## config.mk

```make
export PLATFORM = sky130hd
export DESIGN_NAME = uart_tx_prescaled
export DESIGN_NICKNAME = d
export VERILOG_FILES = /design/src/rtl/uart_tx_prescaled.sv
export SDC_FILE = /design/constraint.sdc
export NUM_CORES = 1
export LEC_CHECK = 0
export CAP_MARGIN = 30
export CORE_MARGIN = 10
export CORE_UTILIZATION = 38
export CTS_CLUSTER_SIZE = 16
export DETAILED_ROUTE_END_ITERATION = 6
export GPL_TIMING_DRIVEN = 0
export SYNTH_ARGS = -nofsm -noshare
export SYNTH_HDL_FRONTEND = slang
export SYNTH_SLANG_ARGS = --single-unit
export TNS_END_PERCENT = 50
```

## constraint.sdc

```tcl
create_clock -name clk -period 1.89 [get_ports clk]
set_input_delay 0.189 -clock clk [delete_from_list [all_inputs] [get_ports clk]]
set_output_delay 0.189 -clock clk [all_outputs]
set_load 0.02 [all_outputs]
```

## src/rtl/uart_tx_prescaled.sv

```systemverilog
// UART transmitter: start, DATA_WIDTH data bits LSB-first, optional parity, one stop bit.
// Each serial bit lasts P clocks, where P is the prescale value latched when the word is accepted.
module uart_tx_prescaled #(
  parameter int unsigned DATA_WIDTH = 8
) (
  input  logic                  clk,
  input  logic                  rst,
  input  logic [5:0]            prescale,
  input  logic [DATA_WIDTH-1:0] p_data,
  input  logic                  data_valid,
  input  logic                  par_en,
  input  logic                  par_typ,
  output logic                  tx_out,
  output logic                  busy
);

  typedef enum logic [2:0] {
    S_IDLE   = 3'd0,
    S_START  = 3'd1,
    S_DATA   = 3'd2,
    S_PARITY = 3'd3,
    S_STOP   = 3'd4
  } state_e;

  localparam logic [3:0] LAST_BIT = 4'(DATA_WIDTH - 1);

  state_e                state_q, state_d;
  logic [5:0]            cnt_q, cnt_d;
  logic [3:0]            bit_q, bit_d;
  logic [DATA_WIDTH-1:0] data_q, data_d;
  logic                  par_en_q, par_en_d;
  logic                  par_typ_q, par_typ_d;
  logic [5:0]            pre_q, pre_d;
  logic                  tx_q, tx_d;
  logic                  busy_q, busy_d;
  logic                  cnt_wrap_s;
  logic [3:0]            next_bit_s;

  // Out-of-range prescale values fall back to 8 clocks per bit.
  function automatic logic [5:0] legal_prescale(input logic [5:0] p);
    if ((p >= 6'd4) && (p <= 6'd32)) begin
      return p;
    end else begin
      return 6'd8;
    end
  endfunction

  function automatic logic parity_bit(input logic [DATA_WIDTH-1:0] d, input logic odd);
    return (^d) ^ odd;
  endfunction

  function automatic logic bit_at(input logic [DATA_WIDTH-1:0] d, input logic [3:0] idx);
    logic b;
    b = 1'b0;
    for (int i = 0; i < DATA_WIDTH; i++) begin
      b = b | (d[i] & (idx == 4'(i)));
    end
    return b;
  endfunction

  // Next-state logic; tx/busy are computed one edge ahead so the outputs come straight from flops.
  always_comb begin
    state_d    = state_q;
    cnt_d      = cnt_q;
    bit_d      = bit_q;
    data_d     = data_q;
    par_en_d   = par_en_q;
    par_typ_d  = par_typ_q;
    pre_d      = pre_q;
    tx_d       = tx_q;
    busy_d     = busy_q;
    cnt_wrap_s = (cnt_q == (pre_q - 6'd1));
    next_bit_s = bit_q + 4'd1;

    case (state_q)
      S_IDLE: begin
        tx_d   = 1'b1;
        busy_d = 1'b0;
        cnt_d  = 6'd0;
        bit_d  = 4'd0;
        if (data_valid) begin
          data_d    = p_data;
          par_en_d  = par_en;
          par_typ_d = par_typ;
          pre_d     = legal_prescale(prescale);
          state_d   = S_START;
          tx_d      = 1'b0;
          busy_d    = 1'b1;
        end else begin
          state_d = S_IDLE;
        end
      end
      S_START: begin
        if (cnt_wrap_s) begin
          cnt_d   = 6'd0;
          bit_d   = 4'd0;
          state_d = S_DATA;
          tx_d    = data_q[0];
        end else begin
          cnt_d = cnt_q + 6'd1;
        end
      end
      S_DATA: begin
        if (cnt_wrap_s) begin
          cnt_d = 6'd0;
          if (bit_q == LAST_BIT) begin
            if (par_en_q) begin
              state_d = S_PARITY;
              tx_d    = parity_bit(data_q, par_typ_q);
            end else begin
              state_d = S_STOP;
              tx_d    = 1'b1;
            end
          end else begin
            bit_d = next_bit_s;
            tx_d  = bit_at(data_q, next_bit_s);
          end
        end else begin
          cnt_d = cnt_q + 6'd1;
        end
      end
      S_PARITY: begin
        if (cnt_wrap_s) begin
          cnt_d   = 6'd0;
          state_d = S_STOP;
          tx_d    = 1'b1;
        end else begin
          cnt_d = cnt_q + 6'd1;
        end
      end
      S_STOP: begin
        if (cnt_wrap_s) begin
          cnt_d   = 6'd0;
          state_d = S_IDLE;
          tx_d    = 1'b1;
          busy_d  = 1'b0;
        end else begin
          cnt_d = cnt_q + 6'd1;
        end
      end
      default: begin
        state_d = S_IDLE;
        cnt_d   = 6'd0;
        bit_d   = 4'd0;
        tx_d    = 1'b1;
        busy_d  = 1'b0;
      end
    endcase
  end

  // State and output registers; reset aborts any frame and parks the line high.
  always_ff @(posedge clk or negedge rst) begin
    if (!rst) begin
      state_q   <= S_IDLE;
      cnt_q     <= 6'd0;
      bit_q     <= 4'd0;
      data_q    <= '0;
      par_en_q  <= 1'b0;
      par_typ_q <= 1'b0;
      pre_q     <= 6'd0;
      tx_q      <= 1'b1;
      busy_q    <= 1'b0;
    end else begin
      state_q   <= state_d;
      cnt_q     <= cnt_d;
      bit_q     <= bit_d;
      data_q    <= data_d;
      par_en_q  <= par_en_d;
      par_typ_q <= par_typ_d;
      pre_q     <= pre_d;
      tx_q      <= tx_d;
      busy_q    <= busy_d;
    end
  end

  assign tx_out = tx_q;
  assign busy   = busy_q;

endmodule

```

==> impl_metrics.csv, run 1 <==
group,metric,value,unit
global_routing,antenna_found_initial,0,
cts,cts_tree,"built",
logic_synthesis,synthesis.nets,232,
pwr,swShare,40.3,%
sta,rsz0062_at_grt,"yes",
layout,fin_nets,269,
die,fp.dieW,89.7,µm
global_routing,top_usage_layer,"met2",
sta,hold_viol_final,0,
die,core,4720,µm²
global_routing,grt_first_pass_wirelength,6920,µm
layout,diodes,0,
detailed_routing,drt-vias-per-instance,4.91,
place,portBuffers,20,
die,row_count,25,
place,place_congestion,0.823,
sta,finalSetupViolCount,3,
logic_synthesis,yosysSeqAreaShare,42.1,%
pwr,cellLeakagePower,1.05,nW
global_routing,grtUsageMet1,13.4,%
sta,drv_slew,0,
global_routing,global_route.usage.met2,15.1,%
pwr,p_switching,1.50,mW
logic_synthesis,synth.cell_area,1850,µm²
sta,fmax,0.527,GHz
critical_path,cp-end-kind,"flop",
critical_path,path_class,"reg -> reg",
place,dp_hpwl,2890,µm
cts,cts_buffer_depth,2,
pwr,pwr-share-clk,16.0,%
detailed_routing,ant_nets,0,
critical_path,r2r_slack,-0.009,ns
cts,cts_sinks,31,
outcome,status,"finished with violations",
pwr,power,3.72,mW
logic_synthesis,ys_ff_latch,31,
global_routing,grt_usage,10.3,%
layout,synthToLayoutAreaGrowth,27.5,%
pwr,ir_drop,0.720,mV
layout,final_cells,311,
global_routing,grt_max_degree,32,
detailed_routing,wl_per_cell,13.5,µm
cts,clk_latency,0.29,ns
run,drv_cap,0,
global_routing,grt_use_met3,3.24,%
detailed_routing,drc,0,
place,dp_cells,293,
layout,layout_commonest_cell,"nand2_1",
cts,cts_buffers,5,
pwr,power_frac_comb,50.8,%
critical_path,startpoint_type,"flop",
sta,fin_worst_skew,0.0102,ns
sta,tightest_slew,0.705,ns
sta,setup_ws,-0.00909,ns
pwr,power_density,1580,nW/µm²
die,initial_utilization,39.1,%
logic_synthesis,synth.top_cell.area_share,40.7,%
cts,htree_num_levels,2,
detailed_routing,drt_iter0_drc,82,
die,boundaryPins,21,
cts,cts.clk_slew.worst_paths,0.07,ns
detailed_routing,drt-total-wl,4190,µm
sta,slew_headroom,53.0,%
outcome,violations,"negative setup slack",
logic_synthesis,synth_top_cell_by_area,"dfrtp_1",
die,die_area,8050,µm²
critical_path,crit_chain,"inv_2, ha_4, nand2b_4, o211a_1, o31ai_4, and3_1, buf_6, a41oi_1, o21ai_1",
logic_synthesis,yosys_warnings,0,
logic_synthesis,synthTopCellsByArea,"dfrtp_1 41%, nand2_1 9.1%, ha_1 4.7%",
layout,mostFrequentLayoutCells,"45 x nand2_1, 30 x dfrtp_1, 19 x clkdlybuf4s50_1",
critical_path,critical_path_arrival,2.10,ns
layout,layout-drive-gt1-share,16.0,%
critical_path,worst_ep_required_time,2.09,ns
logic_synthesis,syn_area_per_cell,8.96,µm²
sta,finalCriticalPeriod,1.90,ns
critical_path,crit_path_max_fanout,8,
sta,period_share,100,%
pwr,p_int,2.22,mW
hold_path,hold_path_class,"in -> reg",
global_routing,overflow,0,
critical_path,critPathMaxStageDelay,0.40,ns
cts,root_buffer,"clkbuf_8",
pwr,seqPwrFrac,33.2,%
global_routing,grt_pass1_vias,1434,
detailed_routing,vias,1526,
logic_synthesis,synth_cell_type_count,41,
detailed_routing,drt_first_pass_iters,4,
logic_synthesis,synthCells,206,
die,die_h,89.7,µm
critical_path,cp_slowest_cell,"dfrtp_1",
==> kinds of logic after synthesis <==
group	count (synthesis)	synth area share (%)
mux	2	1.08
buf+inv	17	3.79
flops	31	42.1
compound gates	39	15.2
simple gates	91	22.9
fa+ha+maj	7	4.74
xor+xnor	19	10.2
==> path summary, 6_finish.rpt <==
kind,from,to,cells after the start
max,pre_q[1]$_DFFE_PN0P_,bit_q[3]$_DFFE_PN0P_,9
min,p_data[0],data_q[0]$_DFFE_PN0P_,3
max reg2reg,pre_q[1]$_DFFE_PN0P_,bit_q[3]$_DFFE_PN0P_,9
min reg2reg,pre_q[5]$_DFFE_PN0P_,pre_q[5]$_DFFE_PN0P_,2
max in group asynchronous,rst,bit_q[0]$_DFFE_PN0P_,2
min in group asynchronous,rst,cnt_q[1]$_DFF_PN0_,2
==> synth_stat cells, drive strengths merged <==
master    n
xnor2    10
nand3     9
nand2    45
a22o      2
nand4     3
or2       1
buf       3
a31oi     5
and3      3
o21ai    11
nor2     18
nor3      6
o311a     2
nand3b    2
dfrtp    30
inv      10
xor2      8
nor4      1
a41oi     2
a2bb2oi   1
nand2b    2
nor4b     1
dfstp     1
a221oi    2
clkbuf    4
o211a     1
mux2i     2
xnor3     1
ha        7
o22ai     4
a21oi     8
o31ai     1
==> critical path: cells and delay by family, from the launching register on <==
kind                     cells  cell delay, ns
AO/OA/AOI/OAI                4            0.76
flip-flops                   1            0.40
AND/OR/NAND/NOR              2            0.27
buffers and inverters        2            0.22
adder cells (fa/ha/maj)      1            0.16
==> layout make-up <==
cell class | instances | area (µm²)
sequential | 31 | 777
buffer | 7 | 36.3
clock inverter | 1 | 7.51
fill | 449 | 2370
clock buffer | 7 | 96.3
multi-input combinational | 158 | 1040
tap | 67 | 83.8
timing repair buffer | 30 | 273
inverter | 10 | 37.5
==> stage by stage <==
step | hold WS [ns] | setup slack, ns | cell area (µm²) | utilization (%) | setup TNS (ns)
detailed placement | 0.280 | -0.216 | 2130 | 45.0 | -1.39
global placement | 0.491 | -0.223 | 2130 | 45.1 | -1.51
finish | 0.424 | -0.00909 | 2350 | 49.9 | -0.0171
floorplan | -0.107 | 0.00635 | 1850 | - | 0
global route | 0.437 | -0.113 | 2350 | 49.9 | -0.762
CTS | 0.413 | -0.0253 | 2300 | 48.6 | -0.0253
==> power groups by stage <==
stage | Clock [mW] | Combinational [mW] | Sequential, mW
after floorplan | 0 | 1.33 | 1.19
final | 0.596 | 1.89 | 1.24
after global routing | 0.640 | 2.09 | 1.29
after global placement | 0 | 1.66 | 1.23
after CTS | 0.614 | 1.79 | 1.22
after detailed placement | 0 | 1.67 | 1.24
==> metal layers <==
metal	part of all wire (%)	wire, µm
met1	50	2100
met2	44	1850
met3	4.1	170
met4	1.8	74
met5	0	0
==> repair_timing <==
action                                 CTS  global route
setup endpoints to repair               14            24
endpoints found under the hold margin   30             0
pin swaps                                4             4
hold buffers                             1             0
setup buffers                            6             3
resized for setup                        4             6
==> sequential cells by signal, indices dropped and copies added (netlist names) <==
| name | cells |
|---|---|
| bit_q | 4 |
| busy | 1 |
| cnt_q | 6 |
| data_q | 8 |
| par_en_q | 1 |
| par_typ_q | 1 |
| pre_q | 6 |
| state_q | 3 |
| tx_out | 1 |
(Power assumes the default switching activity.)
==> inputs of run 2 (changes only) <==
--- a/config.mk
+++ b/config.mk
@@ -8,6 +8,7 @@
 export CAP_MARGIN = 30
 export CORE_MARGIN = 10
 export CORE_UTILIZATION = 38
+export CTS_CLUSTER_DIAMETER = 100
 export CTS_CLUSTER_SIZE = 16
 export DETAILED_ROUTE_END_ITERATION = 6
 export GPL_TIMING_DRIVEN = 0
==> results of run 2 <==
Final layout, timing and power as in run 1 (identical DEF).
==> inputs of run 3 (changes only) <==
--- a/config.mk
+++ b/config.mk
@@ -12,6 +12,7 @@
 export CTS_CLUSTER_SIZE = 16
 export DETAILED_ROUTE_END_ITERATION = 6
 export GPL_TIMING_DRIVEN = 0
+export SLEW_MARGIN = 20
 export SYNTH_ARGS = -nofsm -noshare
 export SYNTH_HDL_FRONTEND = slang
 export SYNTH_SLANG_ARGS = --single-unit
==> results of run 3 <==
Final layout, timing and power as in run 1 (identical DEF).
